## src/rtl/if_id_stage_ctrl_pkg.sv

```systemverilog
// Shared constants and types for the IF/ID register and ID hazard control.
// Opcode/funct values, FSM state encoding and the default NOP word.
package if_id_stage_ctrl_pkg;

  localparam logic [5:0] OP_RTYPE = 6'b000000;
  localparam logic [5:0] OP_J     = 6'b000010;
  localparam logic [5:0] OP_JAL   = 6'b000011;
  localparam logic [5:0] OP_BEQ   = 6'b000100;
  localparam logic [5:0] OP_BNE   = 6'b000101;
  localparam logic [5:0] OP_LW    = 6'b100011;
  localparam logic [5:0] OP_SW    = 6'b101011;
  localparam logic [5:0] FUNCT_JR = 6'b001000;

  localparam logic [31:0] NOP_WORD   = 32'h0000_0000;
  localparam logic [31:0] END_MARKER = 32'hFFFF_FFFF;

  typedef enum logic [1:0] {
    RUN,
    BR_WAIT,
    DRAIN,
    HALT
  } state_t;

endpackage

```

## src/rtl/if_id_stage_ctrl_if.sv

```systemverilog
// Fetch-side inputs and ID-side outputs of the IF/ID stage.
// master drives fetch/EX/MEM info, slave is the IF/ID stage.
interface if_id_stage_ctrl_if #(
  parameter int WIDTH = 32
);
  logic [WIDTH-1:0] PC_add4_in;
  logic [WIDTH-1:0] inst_in;
  logic             fin_sign;
  logic             Flush;
  logic             EX_MemRead;
  logic             EX_RegWrite;
  logic [4:0]       EX_dst;
  logic             MEM_MemRead;
  logic [4:0]       MEM_dst;
  logic [WIDTH-1:0] PC_add4_out;
  logic [WIDTH-1:0] inst_out;
  logic             valid_out;
  logic             Stall;
  logic             waiting;
  logic             bubble;
  logic             halt;

  modport master (
    output PC_add4_in, inst_in, fin_sign, Flush,
    output EX_MemRead, EX_RegWrite, EX_dst,
    output MEM_MemRead, MEM_dst,
    input  PC_add4_out, inst_out, valid_out,
    input  Stall, waiting, bubble, halt
  );

  modport slave (
    input  PC_add4_in, inst_in, fin_sign, Flush,
    input  EX_MemRead, EX_RegWrite, EX_dst,
    input  MEM_MemRead, MEM_dst,
    output PC_add4_out, inst_out, valid_out,
    output Stall, waiting, bubble, halt
  );
endinterface

```

## src/rtl/if_id_stage_ctrl_hazard_detect.sv

```systemverilog
// Combinational ID-stage hazard detection on the latched instruction.
// Flags load-use, branch/jr operand hazards, and the two-cycle case.
module if_id_stage_ctrl_hazard_detect
  import if_id_stage_ctrl_pkg::*;
(
  input  logic [31:0] inst,
  input  logic        valid,
  input  logic        ex_memread,
  input  logic        ex_regwrite,
  input  logic [4:0]  ex_dst,
  input  logic        mem_memread,
  input  logic [4:0]  mem_dst,
  output logic        ld_use,
  output logic        br_hit,
  output logic        br_two
);

  logic [5:0] op;
  logic [5:0] funct;
  logic [4:0] rs;
  logic [4:0] rt;
  logic       uses_rs;
  logic       uses_rt;
  logic       ctl;
  logic       ex_match;
  logic       mem_match;

  assign op    = inst[31:26];
  assign rs    = inst[25:21];
  assign rt    = inst[20:16];
  assign funct = inst[5:0];

  // Operand usage, control-flow class and source matches ($0 never matches).
  always_comb begin
    uses_rs = !((op == OP_J) || (op == OP_JAL));
    uses_rt = (op == OP_RTYPE) || (op == OP_BEQ) ||
              (op == OP_BNE) || (op == OP_SW);
    ctl = valid && ((op == OP_BEQ) || (op == OP_BNE) ||
          ((op == OP_RTYPE) && (funct == FUNCT_JR)));
    ex_match = (ex_dst != 5'd0) &&
               ((uses_rs && (ex_dst == rs)) ||
                (uses_rt && (ex_dst == rt)));
    mem_match = (mem_dst != 5'd0) &&
                ((uses_rs && (mem_dst == rs)) ||
                 (uses_rt && (mem_dst == rt)));
    ld_use = valid && ex_memread && ex_match;
    br_two = ctl && ex_memread && ex_match;
    br_hit = ctl && ((ex_match && (ex_regwrite || ex_memread)) ||
                     (mem_match && mem_memread));
  end

endmodule

```

## src/rtl/if_id_stage_ctrl.sv

```systemverilog
// IF/ID pipeline register with stall/flush/drain control.
// Hazard FSM drives Stall, waiting and bubble in the hazard cycle.
module if_id_stage_ctrl
  import if_id_stage_ctrl_pkg::*;
#(
  parameter int               WIDTH        = 32,
  parameter int               DRAIN_CYCLES = 4,
  parameter logic [WIDTH-1:0] NOP_WORD     = if_id_stage_ctrl_pkg::NOP_WORD
) (
  input logic                CLOCK,
  input logic                RESET,
  if_id_stage_ctrl_if.slave  bus
);

  localparam int DW = (DRAIN_CYCLES > 2) ? $clog2(DRAIN_CYCLES) : 1;

  state_t           state_q, state_d;
  logic [1:0]       cnt_q, cnt_d;
  logic [DW-1:0]    dcnt_q, dcnt_d;
  logic [WIDTH-1:0] pc_q, pc_d;
  logic [WIDTH-1:0] inst_q, inst_d;
  logic             valid_q, valid_d;
  logic             stall, waiting, bubble;
  logic             ld_use, br_hit, br_two;

  if_id_stage_ctrl_hazard_detect u_hazard (
    .inst        (inst_q[31:0]),
    .valid       (valid_q),
    .ex_memread  (bus.EX_MemRead),
    .ex_regwrite (bus.EX_RegWrite),
    .ex_dst      (bus.EX_dst),
    .mem_memread (bus.MEM_MemRead),
    .mem_dst     (bus.MEM_dst),
    .ld_use      (ld_use),
    .br_hit      (br_hit),
    .br_two      (br_two)
  );

  // Hazard/drain FSM: next state and same-cycle stall controls.
  always_comb begin
    state_d = state_q;
    cnt_d   = cnt_q;
    dcnt_d  = dcnt_q;
    stall   = 1'b0;
    waiting = 1'b0;
    bubble  = 1'b0;
    unique case (state_q)
      RUN: begin
        if (br_hit) begin
          stall   = 1'b1;
          waiting = 1'b1;
          bubble  = 1'b1;
          if (br_two) begin
            state_d = BR_WAIT;
            cnt_d   = 2'd1;
          end
        end else if (ld_use) begin
          stall  = 1'b1;
          bubble = 1'b1;
        end else if (bus.fin_sign) begin
          state_d = DRAIN;
          dcnt_d  = DW'(DRAIN_CYCLES - 1);
        end
      end
      BR_WAIT: begin
        stall   = 1'b1;
        waiting = 1'b1;
        bubble  = 1'b1;
        if (cnt_q <= 2'd1) begin
          state_d = RUN;
          cnt_d   = 2'd0;
        end else begin
          cnt_d = cnt_q - 2'd1;
        end
      end
      DRAIN: begin
        stall = 1'b1;
        if (dcnt_q == '0) state_d = HALT;
        else dcnt_d = dcnt_q - 1'b1;
      end
      HALT: begin
        stall = 1'b1;
      end
      default: begin
        state_d = RUN;
      end
    endcase
  end

  // Register next value: drain NOP > hold on stall > flush > load.
  always_comb begin
    pc_d    = pc_q;
    inst_d  = inst_q;
    valid_d = valid_q;
    if (state_q == DRAIN) begin
      pc_d    = '0;
      inst_d  = NOP_WORD;
      valid_d = 1'b0;
    end else if (stall) begin
      pc_d    = pc_q;
    end else if (bus.Flush) begin
      pc_d    = '0;
      inst_d  = NOP_WORD;
      valid_d = 1'b0;
    end else if (bus.inst_in[31:0] == END_MARKER) begin
      pc_d    = bus.PC_add4_in;
      inst_d  = NOP_WORD;
      valid_d = 1'b0;
    end else begin
      pc_d    = bus.PC_add4_in;
      inst_d  = bus.inst_in;
      valid_d = 1'b1;
    end
  end

  // State and pipeline register update.
  always_ff @(posedge CLOCK) begin
    if (RESET) begin
      state_q <= RUN;
      cnt_q   <= '0;
      dcnt_q  <= '0;
      pc_q    <= '0;
      inst_q  <= '0;
      valid_q <= 1'b0;
    end else begin
      state_q <= state_d;
      cnt_q   <= cnt_d;
      dcnt_q  <= dcnt_d;
      pc_q    <= pc_d;
      inst_q  <= inst_d;
      valid_q <= valid_d;
    end
  end

  assign bus.PC_add4_out = pc_q;
  assign bus.inst_out    = inst_q;
  assign bus.valid_out   = valid_q;
  assign bus.Stall       = stall && !RESET;
  assign bus.waiting     = waiting && !RESET;
  assign bus.bubble      = bubble && !RESET;
  assign bus.halt        = (state_q == HALT);

endmodule

```

## src/flat_wrapper.sv

```systemverilog
// flat-port wrapper written by rule: the top's interface ports become plain ports
module if_id_stage_ctrl_flat import if_id_stage_ctrl_pkg::*;
#(
  parameter int               WIDTH        = 32,
  parameter int               DRAIN_CYCLES = 4,
  parameter logic [WIDTH-1:0] NOP_WORD     = if_id_stage_ctrl_pkg::NOP_WORD
)
  (CLOCK, RESET, bus_PC_add4_in, bus_inst_in, bus_fin_sign, bus_Flush, bus_EX_MemRead, bus_EX_RegWrite, bus_EX_dst, bus_MEM_MemRead, bus_MEM_dst, bus_PC_add4_out, bus_inst_out, bus_valid_out, bus_Stall, bus_waiting, bus_bubble, bus_halt);
  if_id_stage_ctrl_if #(.WIDTH(WIDTH)) bus_i ();
  input logic CLOCK;
  input logic RESET;
  input wire logic [$bits(bus_i.PC_add4_in)-1:0] bus_PC_add4_in;
  input wire logic [$bits(bus_i.inst_in)-1:0] bus_inst_in;
  input wire logic [$bits(bus_i.fin_sign)-1:0] bus_fin_sign;
  input wire logic [$bits(bus_i.Flush)-1:0] bus_Flush;
  input wire logic [$bits(bus_i.EX_MemRead)-1:0] bus_EX_MemRead;
  input wire logic [$bits(bus_i.EX_RegWrite)-1:0] bus_EX_RegWrite;
  input wire logic [$bits(bus_i.EX_dst)-1:0] bus_EX_dst;
  input wire logic [$bits(bus_i.MEM_MemRead)-1:0] bus_MEM_MemRead;
  input wire logic [$bits(bus_i.MEM_dst)-1:0] bus_MEM_dst;
  output wire logic [$bits(bus_i.PC_add4_out)-1:0] bus_PC_add4_out;
  output wire logic [$bits(bus_i.inst_out)-1:0] bus_inst_out;
  output wire logic [$bits(bus_i.valid_out)-1:0] bus_valid_out;
  output wire logic [$bits(bus_i.Stall)-1:0] bus_Stall;
  output wire logic [$bits(bus_i.waiting)-1:0] bus_waiting;
  output wire logic [$bits(bus_i.bubble)-1:0] bus_bubble;
  output wire logic [$bits(bus_i.halt)-1:0] bus_halt;
  assign bus_i.PC_add4_in = bus_PC_add4_in;
  assign bus_i.inst_in = bus_inst_in;
  assign bus_i.fin_sign = bus_fin_sign;
  assign bus_i.Flush = bus_Flush;
  assign bus_i.EX_MemRead = bus_EX_MemRead;
  assign bus_i.EX_RegWrite = bus_EX_RegWrite;
  assign bus_i.EX_dst = bus_EX_dst;
  assign bus_i.MEM_MemRead = bus_MEM_MemRead;
  assign bus_i.MEM_dst = bus_MEM_dst;
  assign bus_PC_add4_out = bus_i.PC_add4_out;
  assign bus_inst_out = bus_i.inst_out;
  assign bus_valid_out = bus_i.valid_out;
  assign bus_Stall = bus_i.Stall;
  assign bus_waiting = bus_i.waiting;
  assign bus_bubble = bus_i.bubble;
  assign bus_halt = bus_i.halt;
  if_id_stage_ctrl #(.WIDTH(WIDTH), .DRAIN_CYCLES(DRAIN_CYCLES), .NOP_WORD(NOP_WORD)) u_core (.CLOCK(CLOCK), .RESET(RESET), .bus(bus_i));
endmodule
```

## config.mk

```make
export PLATFORM = sky130hd
export DESIGN_NAME = if_id_stage_ctrl_flat
export DESIGN_NICKNAME = d
export VERILOG_FILES = /design/src/rtl/if_id_stage_ctrl_pkg.sv /design/src/rtl/if_id_stage_ctrl_if.sv /design/src/rtl/if_id_stage_ctrl_hazard_detect.sv /design/src/rtl/if_id_stage_ctrl.sv /design/src/flat_wrapper.sv
export SDC_FILE = /design/constraint.sdc
export NUM_CORES = 1
export LEC_CHECK = 0
export CORE_ASPECT_RATIO = 1.5
export CORE_UTILIZATION = 44
export DETAILED_ROUTE_END_ITERATION = 10
export GPL_TIMING_DRIVEN = 0
export PLACE_DENSITY = 0.87
export SLEW_MARGIN = 0
export SYNTH_ARGS = -nofsm -noshare
export SYNTH_HDL_FRONTEND = slang
export SYNTH_SLANG_ARGS = --single-unit
```

## constraint.sdc

```tcl
create_clock -name CLOCK -period 4.18 [get_ports CLOCK]
set_input_delay 0.836 -clock CLOCK [delete_from_list [all_inputs] [get_ports CLOCK]]
set_output_delay 0.836 -clock CLOCK [all_outputs]
set_load 0.02 [all_outputs]
```

==> out/summary.txt <==
Commonest non-fill, non-tap cell in the layout = clkdlybuf4s50_1
Top post-synthesis cells by area = dfxtp_1, a22o_1, nand3b_1
RSZ-0062 raised after global routing = no
Die Wd = 71.50 microns
Slowest CP cell = or4_4
Critical setup path kind = in2out
Commonest non-fill, non-tap cells in the layout = clkdlybuf4s50_1, dfxtp_1, nand2_1, a21oi_1
Worst min path class = reg2reg
Initial core utilization = 0.4591
RR Startpoint = u_core.bus.inst_out[1]
Total Neg Setup Slack = 0 ns
Num CTS Buffers = 9
Die ar. = 0.007597 sq mm
GP Congestion = 0.8957
Max Cap Viol = 0
CTS max path bufs = 2
Final non-filler cell total = 579
Placed cells = 565
Ports = 150
Worst-path maximum fanout = 16
Met1 usage = 0.2704
Final Cell Area = 0.004984 sq mm
Clock Latency Late Sink = 0.34 ns
Max Freq = 0.2520 GHz
Drt first-iter violations = 97
CP Capture Type = primary output
Post-synth top area cell = dfxtp_1
Worst VDD drop = 0.3544 mV
Filler cell count = 531
Leakage = 1.815 nW
Initial antenna violation count = 0
Diode count = 0
Worst Tran Pin Value = 0.5717 ns
Postcts setup bufs = 0
Final period utilization = 0.9492
Post-route ant nets = 0
Share of cells above drive strength 1 = 0.07585
Post-Place Worst Slack = -0.4189 ns
Detailed-route via count = 3,218
WP data required = 3.34 ns
Dominant synthesized flop cell = dfxtp_1
Placed wire-length estimate = 7352 microns
Port bufs = 149
# rows = 37
Met2 global-route usage = 0.4721
Status = finished clean
Syn_area_per_cell = 9.432 sq um
Slew Limit Fails = 0
Count of cell types in the netlist = 50
Area Overhead vs Synth = 56.32%
Hold path startpoint = u_core.bus.PC_add4_out[7]
Vias in the first global route = 3,245
First-pass DRT Iterations = 4
H-Tree Depth = 3
Yosys Warn Count = 0
Drt wl/cell = 16.42 microns
WP buf/inv = 3
CTS tree = done
Total Wirelength = 9506 microns
Clock transition at path regs = 0.07 ns
CP Launch Point = bus_EX_dst[1]
Clk_skew = 0.01223 ns
EDFF count, synth = 0
DRC viols = 0
GRT Overall Usage = 0.2565
WP data arrival = 3.13 ns
Pin count of the biggest net entering global routing = 17
Power per standard cell area = 519.2 mW/mm^2
Tmin final = 3.968 ns
CTS Root Cell = clkbuf_8
Vias per cell = 5.558
Cell family with the largest share of critical-path delay = simple AND/OR/NAND/NOR gates
Global-route wire length before repair = 15,210 microns
Post-synth top area share = 0.4458
Mapped cell area = 0.003188 sq mm
Worst Setup Start Kind = input port
Total grt overflow = 0
Synth Net Count = 425
Final worst slack = 0.2123 ns
Core area = 0.006944 sq mm
Final net count = 584
Hold slack = 0.4533 ns
Area after DPL = 0.004777 sq mm
GR Util met3 = 0.06919
Crit path cell chain = clkdlybuf4s50_1 > or4_4 > nor2_4 > nor4_2 > a41oi_2 > a22o_4 > and2_1 > buf_6 > nor2_1 > clkbuf_2
Die Ht = 106.3 microns
Yosys reg bits = 71
Async S/R FF share, synth = 0
Hold Violations, Final = 0
Final setup viols = 0
Relative slew slack = 0.6154
# clock sinks = 71
GR peak layer = met2
Register area share after synthesis = 0.4458
Max incr delay on CP = 0.58 ns
Mapped Cells = 338
worst paths after layout:
kind	slack, ns	cells past startpoint	endpoint
worst max-delay path	0.21	10	bus_Stall
worst min register to register	0.45	2	u_core.bus.PC_add4_out[7]
worst max register to register	1.44	10	u_core.bus.inst_out[28]
worst min-delay path	0.45	2	u_core.bus.PC_add4_out[7]
cells by family after synthesis:
family | count (synthesis) | share of synthesized area
compound gates | 92 | 0.2147
xor+xnor | 20 | 0.05495
fa+ha+maj | 6 | 0.02355
buf+inv | 29 | 0.04395
flops | 71 | 0.4458
mux | 2 | 0.006280
simple gates | 118 | 0.2108
power breakdown:
part           internal (mW)  switching [mW]  total, mW  leakage (nW)
sequential             0.805           0.106      0.912         0.579
combinational          0.520           0.655       1.17          1.15
clock                  0.245           0.256      0.501        0.0836
per-layer routing:
layer / part of all wire / wire, microns
met5: 0 / 0
met4: 0.022 / 213
met3: 0.067 / 635
met2: 0.53 / 5025
met1: 0.38 / 3632
synth_stat cells, types with 2 or more instances:
library cell	count
clkbuf_1	10
a22oi_1	2
ha_1	6
dfxtp_1	71
mux2i_1	2
a311oi_1	2
xnor2_1	14
a22o_1	32
o21ai_0	2
nand2b_1	2
nand3_1	4
nand3b_1	32
buf_2	7
xor2_1	6
nor4_1	6
inv_1	8
a221oi_1	2
nor3_1	4
buf_6	3
nand4_1	9
a21oi_1	37
nor2_1	13
nand2_1	37
area by class of cell:
type / instances / area [sq um] / area share
Sequential cell: 71 / 1421 / 0.2852
Multi-Input combinational cell: 238 / 1649 / 0.3309
Clock buffer: 11 / 151.4 / 0.03038
Clock inverter: 4 / 31.28 / 0.006277
Tap cell: 78 / 97.59 / 0.01958
Timing Repair Buffer: 149 / 1491 / 0.2993
Inverter: 8 / 30.03 / 0.006026
Buffer: 20 / 111.4 / 0.02235
metrics by stage:
step / total power [mW] / util
floorplan: 1.608 / -
global placement: 2.064 / 0.6879
detailed placement: 2.088 / 0.6879
CTS: 2.595 / 0.7159
global route: 2.734 / 0.7177
finish: 2.587 / 0.7177
sequential cells by signal (all words and copies together), names as in the netlist:
register / count
u_core.bus.PC_add4_out: 32
u_core.state_q: 2
u_core.bus.valid_out: 1
u_core.cnt_q: 2
u_core.dcnt_q: 2
u_core.bus.inst_out: 32
worst register-to-register path, stage by stage, from the launching register on:
cell	delay, ns
dfxtp_1	0.33
nor4b_1	0.37
a32oi_1	0.17
nor3_1	0.30
nand2_1	0.19
a22o_4	0.30
and2_1	0.17
buf_6	0.16
nor2_2	0.25
buf_2	0.28
a22o_1	0.16
what timing repair did:
| item | CTS | global route |
|---|---|---|
| hold buffers | 0 | 0 |
| resized for setup | 4 | 7 |
| endpoints found under the setup margin | 2 | 3 |
| pin swaps | 2 | 1 |
Power figures use the tool's default switching activity.
